===== src/rtl/riscv_trace_pkg.sv =====
// rtl/riscv_trace_pkg.sv - trace entry format, event kinds and FSM states (RISCV_TRACE_TS_EN adds ts)
package riscv_trace_pkg;

  typedef enum logic [1:0] {
    NONE  = 2'b00,
    REG   = 2'b01,
    STORE = 2'b10,
    LOAD  = 2'b11
  } trace_kind_e;

  typedef enum logic [1:0] {
    RUN   = 2'b00,
    DRAIN = 2'b01,
    DONE  = 2'b10
  } trace_state_e;

  typedef struct packed {
`ifdef RISCV_TRACE_TS_EN
    logic [15:0] ts;
`endif
    logic [7:0]  seq;
    trace_kind_e kind;
    logic [8:0]  tag;
    logic [31:0] data;
  } trace_entry_t;

  localparam int ENTRY_W = $bits(trace_entry_t);

endpackage


===== src/rtl/trace_fifo.sv =====
// rtl/trace_fifo.sv - synchronous FIFO with registered head and push-while-full-if-popping
module trace_fifo #(
  parameter int DEPTH = 16,
  parameter int WIDTH = 51
) (
  input  logic                     clk,
  input  logic                     reset,
  input  logic                     push,
  input  logic [WIDTH-1:0]         wdata,
  input  logic                     pop,
  output logic [WIDTH-1:0]         rdata,
  output logic                     full,
  output logic                     empty,
  output logic [$clog2(DEPTH):0]   count
);

  localparam int PTR_W = $clog2(DEPTH);
  localparam int CNT_W = PTR_W + 1;

  logic [WIDTH-1:0] mem [DEPTH];
  logic [PTR_W-1:0] wr_ptr;
  logic [PTR_W-1:0] rd_ptr;
  logic             do_push;
  logic             do_pop;

  assign full    = (count == CNT_W'(DEPTH));
  assign empty   = (count == '0);
  assign do_pop  = pop && !empty;
  assign do_push = push && (!full || do_pop);
  assign rdata   = mem[rd_ptr];

  always_ff @(posedge clk) begin
    if (do_push) begin
      mem[wr_ptr] <= wdata;
    end
  end

  always_ff @(posedge clk) begin
    if (reset) begin
      wr_ptr <= '0;
      rd_ptr <= '0;
      count  <= '0;
    end else begin
      if (do_push) wr_ptr <= wr_ptr + 1'b1;
      if (do_pop)  rd_ptr <= rd_ptr + 1'b1;
      case ({do_push, do_pop})
        2'b10:   count <= count + 1'b1;
        2'b01:   count <= count - 1'b1;
        default: count <= count;
      endcase
    end
  end

endmodule


===== src/rtl/riscv_trace_buffer.sv =====
// rtl/riscv_trace_buffer.sv - commit-trace capture, encode and drain (RISCV_TRACE_TS_EN adds timestamp)
module riscv_trace_buffer
  import riscv_trace_pkg::*;
#(
  parameter int DEPTH  = 16,
  parameter int DATA_W = 32
) (
  input  logic               clk,
  input  logic               reset,
  input  logic               reg_write_sig,
  input  logic [4:0]         reg_num,
  input  logic [31:0]        reg_data,
  input  logic               wr,
  input  logic               rd,
  input  logic [8:0]         addr,
  input  logic [DATA_W-1:0]  wr_data,
  input  logic [DATA_W-1:0]  rd_data,
  input  logic               Halt_riscv,
  output logic               trace_valid,
  input  logic               trace_ready,
  output logic [ENTRY_W-1:0] trace_data,
  output logic               trace_overflow,
  output logic [7:0]         drop_count,
  output logic               trace_done
);

  localparam int CNT_W = $clog2(DEPTH) + 1;

  trace_state_e     state;
  logic [7:0]       seq;
  trace_kind_e      kind;
  logic [8:0]       tag;
  logic [31:0]      data;
  trace_entry_t     entry;
  logic             fifo_full;
  logic             fifo_empty;
  logic [CNT_W-1:0] fifo_count;
  logic             pop;
  logic             fire;
  logic             push;
  logic             drop;

`ifdef RISCV_TRACE_TS_EN
  logic [15:0] ts;

  always_ff @(posedge clk) begin
    if (reset) ts <= '0;
    else       ts <= ts + 16'd1;
  end
`endif

  // One event per cycle; a store outranks a load, and x0 writes never trace.
  always_comb begin
    kind = NONE;
    tag  = '0;
    data = '0;
    if (wr) begin
      kind = STORE;
      tag  = addr;
      data = 32'(wr_data);
    end else if (rd && reg_write_sig && reg_num != 5'd0) begin
      kind = LOAD;
      tag  = addr;
      data = 32'(rd_data);
    end else if (reg_write_sig && reg_num != 5'd0) begin
      kind = REG;
      tag  = {4'b0, reg_num};
      data = reg_data;
    end
  end

  always_comb begin
    entry      = '0;
`ifdef RISCV_TRACE_TS_EN
    entry.ts   = ts;
`endif
    entry.seq  = seq;
    entry.kind = kind;
    entry.tag  = tag;
    entry.data = data;
  end

  assign trace_valid = !fifo_empty;
  assign pop         = trace_valid && trace_ready;
  assign fire        = (state == RUN) && (kind != NONE);
  assign push        = fire && (!fifo_full || pop);
  assign drop        = fire && !push;

  trace_fifo #(
    .DEPTH (DEPTH),
    .WIDTH (ENTRY_W)
  ) u_fifo (
    .clk   (clk),
    .reset (reset),
    .push  (push),
    .wdata (entry),
    .pop   (pop),
    .rdata (trace_data),
    .full  (fifo_full),
    .empty (fifo_empty),
    .count (fifo_count)
  );

  // Dropped events still consume a seq value so gaps reveal the loss.
  always_ff @(posedge clk) begin
    if (reset) begin
      state          <= RUN;
      seq            <= '0;
      trace_overflow <= 1'b0;
      drop_count     <= '0;
      trace_done     <= 1'b0;
    end else begin
      if (fire) seq <= seq + 8'd1;
      if (drop) begin
        trace_overflow <= 1'b1;
        if (drop_count != 8'hFF) drop_count <= drop_count + 8'd1;
      end
      case (state)
        RUN: begin
          if (Halt_riscv) state <= DRAIN;
        end
        DRAIN: begin
          if (fifo_count == '0) begin
            state      <= DONE;
            trace_done <= 1'b1;
          end
        end
        DONE: begin
          trace_done <= 1'b1;
        end
        default: begin
          state <= RUN;
        end
      endcase
    end
  end

endmodule


===== config.mk =====
export PLATFORM = sky130hd
export DESIGN_NAME = riscv_trace_buffer
export DESIGN_NICKNAME = d
export VERILOG_FILES = /design/src/rtl/riscv_trace_pkg.sv /design/src/rtl/trace_fifo.sv /design/src/rtl/riscv_trace_buffer.sv
export SDC_FILE = /design/constraint.sdc
export NUM_CORES = 1
export LEC_CHECK = 0
export CORE_MARGIN = 2
export CORE_UTILIZATION = 30
export DETAILED_ROUTE_END_ITERATION = 7
export PLACE_DENSITY = 0.54
export SLEW_MARGIN = 20
export SYNTH_ARGS = -nofsm -noshare
export SYNTH_HDL_FRONTEND = slang
export SYNTH_SLANG_ARGS = --single-unit

===== constraint.sdc =====
create_clock -name clk -period 4.65 [get_ports clk]
set_clock_uncertainty 0.1 [all_clocks]
set_input_delay 0.93 -clock clk [delete_from_list [all_inputs] [get_ports clk]]
set_output_delay 0.93 -clock clk [all_outputs]
set_load 0.05 [all_outputs]

; Word level (Yosys, flattened, before mapping)
; Memory sizes are Yosys's and may differ from the RTL's. A register that Yosys moved wholly into a read port is not among the register bits.
; Index checks and enable logic that the tools add are counted.
[word_totals]
regBits = 33
wordCells = 66
in_bits = 117
mem_bits_rw = 816
memories = 1
[classes]
reduce_logical = 23
n_bitwise = 1
addsub = 6
n_mux = 19
eq_ne = 8
[mem_list]
columns = name, depth, width, rd, rd_clocked_by_memory_dff, wr, line
row1 = u_fifo.mem, 16, 51, 1, 1, 1, trace_fifo.sv:20  ; logic [WIDTH-1:0] mem [DEPTH];
[ops]
columns = cell, n
row1 = $mux W32, 3
row2 = $mux W9, 2
row3 = $add A8 B1 Y8 const B, 2
row4 = $pmux W5 S2, 1
row5 = $logic_and A1 B1 Y1, 9
row6 = $add A4 B1 Y4 const B, 2
row7 = $mux W2, 4
row8 = $mux W4, 2
row9 = $ne A8 B8 Y1 const B, 1
row10 = $pmux W2 S3, 1
row11 = $reduce_bool A2 Y1, 3
row12 = $add A5 B1 Y5 const B, 1
row13 = $eq A5 B5 Y1 const B, 1
row14 = $logic_not A5 Y1, 1
row15 = $mux W5, 1
row16 = $reduce_bool A5 Y1, 1
row17 = $sub A5 B1 Y5 const B, 1
row18 = $eq A2 B1 Y1 const B, 2
row19 = $eq A2 B2 Y1 const B, 2
row20 = $mux W1, 4
row21 = $reduce_and A2 Y1, 2
row22 = $logic_not A1 Y1, 3
row23 = $reduce_and A3 Y1, 1
row24 = $logic_not A2 Y1, 1
row25 = 5 further kinds, 6

; Logic depth before layout (Yosys ltp)
[logic_depth]
ltp_word = 11
ltp_mapped = 14

; By module
; Synthesis repeated with hierarchy kept, for this count alone.
[hier_totals]
cells_unflattened = 1611
area_unflattened_um2 = 33220.6
[modules_own_cells]
columns = mod, cells_each, n_inst, area_per_inst_um2, seq_area_each_um2
row1 = trace_fifo, 1373, 1, 31453.9, 24843.8
row2 = riscv_trace_buffer, 238, 1, 1766.7, 400.4

; Worst setup path after synthesis
; OpenSTA, ideal clock, no wires.
[synth_timing]
kind = input port to flip-flop
startpoint = input reg_num[0]
endpoint = memory u_fifo.mem[0][0], enable pin
path_stages = 5
path_slack_ps = 1055
arrival_ps = 3081
required_ps = 4136
path_cell_list = nor3_1 > a211o_1 > clkbuf_1 > nor4_1 > and2_1
[synth_between]
elab_chain_len = 11
elab_cells_between_ends = 12
cone_classes = 5 x mux / 7 x reduce/logical
[synth_lines]
columns = element, line
row1 = from (decl), riscv_trace_buffer.sv:11  ; input logic [4:0] reg_num,
row2 = $reduce_bool A5 Y1 (*), "riscv_trace_buffer.sv:61, riscv_trace_buffer.sv:65"
row3 = $logic_and A1 B1 Y1, riscv_trace_buffer.sv:65  ; end else if (reg_write_sig && reg_num != 5'd0) begin
row4 = $mux W1, riscv_trace_buffer.sv:65
row5 = $mux W2 (*), riscv_trace_buffer.sv:61  ; end else if (rd && reg_write_sig && reg_num != 5'd0) begin
row6 = $mux W2 (*), riscv_trace_buffer.sv:57  ; if (wr) begin
row7 = $reduce_bool A2 Y1 (*), riscv_trace_buffer.sv:85  ; assign fire = (state == RUN) && (kind != NONE);
row8 = $logic_and A1 B1 Y1 (*), riscv_trace_buffer.sv:85
row9 = $logic_and A1 B1 Y1 (*), riscv_trace_buffer.sv:86  ; assign push = fire && (!fifo_full || pop);
row10 = $logic_and A1 B1 Y1 (*), trace_fifo.sv:29  ; assign do_push = push && (!full || do_pop);
row11 = $mux W1 (*), trace_fifo.sv:33  ; if (do_push) begin
row12 = $mux W1 (not written as such) (*), trace_fifo.sv:34  ; mem[wr_ptr] <= wdata;
row13 = to (decl), trace_fifo.sv:20
; Mark *: on every way between the ends. The rest lies on a longest branch, timed or not.

==> flow_metrics.env <==
export IMPL_outcome="completed"
export IMPL_grt_total_usage_pct=14.5
export IMPL_cts_setup_buffers=0
export IMPL_synth_largest_area_cell="edfxtp_1"
export IMPL_cts_sinks=853
export IMPL_cts_resized_gates=0
export IMPL_synth_area_top_cells="edfxtp_1 73%, mux4_2 17%, dfxtp_1 2.2%"
export IMPL_fin_util_pct=37.1
export IMPL_routedWlPerCell_um=24.7
export IMPL_fin_crit_ps=4510
export IMPL_cp_start_kind="flop"
export IMPL_synth_seq_cells=853
export IMPL_dr_pass1_iters=6
export IMPL_rsz0062_at_grt="no"
export IMPL_fmax_mhz=222
export IMPL_synth_nets=1616
export IMPL_grt_overflow_total=0
export IMPL_yosysWarnings=0
export IMPL_worstHoldPathType="reg -> reg"
export IMPL_hp_start="trace_done$_SDFFE_PP0P_"
export IMPL_drtAntennaViolNets=0
export IMPL_layout_drive_gt1_share_pct=29.3
export IMPL_final_hold_viol_count=0
export IMPL_crit_family="multiplexers"
export IMPL_drv_slew=0
export IMPL_synth_edf_count=816
export IMPL_synth_cell_types=54
export IMPL_fp_coreArea_um2=111000
export IMPL_diodes=0
export IMPL_synth_cells=1489
export IMPL_slowest_stage="clkdlybuf4s50_1"
export IMPL_avgSynthCellArea_um2=22.4
export IMPL_drt_total_wl_mm=82.5
export IMPL_drc=0
export IMPL_irDropWorstVdd_v=0.000473
export IMPL_async_flop_share_pct=0
export IMPL_pin_count=179
export IMPL_cts_buffer_depth=3
export IMPL_drt_iter0_markers=1590
export IMPL_r2r_setup_slack_ps=1210
export IMPL_tns_ps=0
export IMPL_cts_tree="yes"
export IMPL_cp_end_kind="output port"
export IMPL_clk_latency_ps=660
export IMPL_timing_rr_end="u_fifo.count[4]$_SDFFE_PP0P_"
export IMPL_seq_area_frac_synth_pct=75.5
export IMPL_min_path_cells=2
export IMPL_arrival_ps=3480
export IMPL_p_leak_uw=0.0128
export IMPL_required_ps=3620
export IMPL_grt_max_degree=96
export IMPL_num_vias=16300
export IMPL_antenna_found_initial=0
export IMPL_syn_cell_area_um2=33400
export IMPL_critical_path_buf_inv_count=2
export IMPL_layout_common_cells="816 x edfxtp_1, 255 x mux4_2, 163 x clkdlybuf4s50_1, 94 x clkbuf_16, 82 x buf_4"
export IMPL_via_per_inst=4.89
export IMPL_criticalPathCategory="reg -> out"
export IMPL_r2r_cells=11
export IMPL_grt_pass1_wl_mm=119
export IMPL_yosysTopAreaCellShare_pct=73.3
export IMPL_dpl_hpwl_mm=47.9
export IMPL_cap_violations=0
export IMPL_fin_crit_sh_pct=97.0
export IMPL_die_area_um2=114000
export IMPL_port_buffers=178
export IMPL_cp_max_fo=16
export IMPL_yosys_most_used_dff="edfxtp_1"
export IMPL_rows=122
export IMPL_clock_root_buffer="clkbuf_16"
export IMPL_slowest_delay_ps=730
export IMPL_area_growth_pct=22.6
export IMPL_grt_pass1_vias=17300
export IMPL_die_h_um=338
export IMPL_layout_commonest_cell="edfxtp_1"
export IMPL_die_w_um=338
export IMPL_crit_chain="buf_4 -> mux4_2 -> mux4_2 -> clkdlybuf4s50_1"
export IMPL_floorplan_initialDensity_pct=30.2
export IMPL_crit_top_cell="mux4_2"
export IMPL_power_density_nw_per_um2=556
export IMPL_postCtsHoldBufs=0
export IMPL_gp_congestion=0.742
export IMPL_fin_nets=1903
export IMPL_max_slew_margin_pct=39.2
export IMPL_tightest_slew_ps=908
export IMPL_htree_num_levels=3
export IMPL_cts_clk_slew_worst_paths_ps=60
export IMPL_hold_end="trace_done$_SDFFE_PP0P_"
export IMPL_finalSetupViolCount=0
export IMPL_cts_buffers=92
export IMPL_r2r_start="u_fifo.count[0]$_SDFFE_PP0P_"
## per-stage QoR
step	hold slack, ps	setup slack, ps	instance area, um2	std cells	total power, uW
2_1_floorplan	339	1060	33400	1489	13500
3_3_place_gp	339	553	37800	3170	15500
3_5_place_dp	340	558	37800	3170	15600
4_1_cts	356	25.8	40900	3338	23100
5_1_grt	390	4.26	41000	3338	23700
6_report	349	138	41000	3338	22800
## metal layers
layer  track usage, %  vias up  part of all wire [%]
met5                0        -                     0
met4             3.55        0                   1.8
met3             2.74      103                   5.8
met2             23.9      487                    49
met1             19.8     8799                    44
li1                 -     6932                     -
## worst register-to-register path: stages (launching register included)
cell	delay [ps]
dfxtp_1	390
or4_1	740
nor3_4	330
nor2_2	130
inv_1	90
ha_1	330
xor2_1	120
ha_1	190
a21oi_1	240
a32oi_1	150
a31oi_1	170
mux2_2	350
## kinds of logic (layout without fill, tap and decap cells)
family,Yosys count,in the layout,synth area share [%]
AO/OA/AOI/OAI,92,92,1.90
XOR/XNOR,8,8,0.210
adder cells (fa/ha/maj),10,10,0.374
buffers and inverters,102,463,1.50
flip-flops,853,853,75.5
multiplexers,294,294,18.4
AND/OR/NAND/NOR,130,130,2.12
## worst max path at each step
stage / from / to / slack, ps / cells past startpoint
final: flop / trace_data[13] / 140 / 4
after floorplan: reg_num[0] / u_fifo.mem[0][0]$_DFFE_PP_ / 1060 / 5
after global routing: flop / trace_data[17] / 4 / 4
after detailed placement: reg_num[0] / u_fifo.count[4]$_SDFFE_PP0P_ / 560 / 12
after global placement: reg_num[0] / u_fifo.count[4]$_SDFFE_PP0P_ / 550 / 12
after CTS: flop / trace_data[33] / 30 / 4
## state kept, by name (all words and copies together), names as in the netlist, named ones only
signal	count
drop_count	8
u_fifo.rd_ptr	4
u_fifo.count	5
trace_done	1
seq	8
u_fifo.mem	816
trace_overflow	1
state	2
u_fifo.wr_ptr	4
## final cells by class
class,count,area [um2]
clock inverters,63,752
inverters,16,60.1
clock buffers,105,2390
well taps,1488,1860
flip-flops and latches,853,25300
fillers,10100,69600
multi-input cells,534,7750
repair buffers,279,2880
## cells in the mapped netlist (9+ instances only)
| library cell | count |
|---|---|
| ha_1 | 10 |
| dfxtp_1 | 37 |
| nand3_1 | 9 |
| clkbuf_1 | 45 |
| mux4_2 | 255 |
| buf_4 | 11 |
| nand2_1 | 39 |
| nor2_1 | 21 |
| and2_1 | 17 |
| edfxtp_1 | 816 |
| o31ai_1 | 40 |
| or4_1 | 10 |
| a21oi_1 | 22 |
| buf_2 | 14 |
| mux2i_1 | 36 |
| inv_1 | 15 |
## report_power, final
| part | total [uW] | internal, uW | switching, uW |
|---|---|---|---|
| clock network | 7530 | 4540 | 2990 |
| logic | 5970 | 2580 | 3390 |
| registers | 9270 | 9030 | 235 |
| total | 22800 | 16100 | 6620 |
Note: power is estimated with default switching activity, not from simulation.
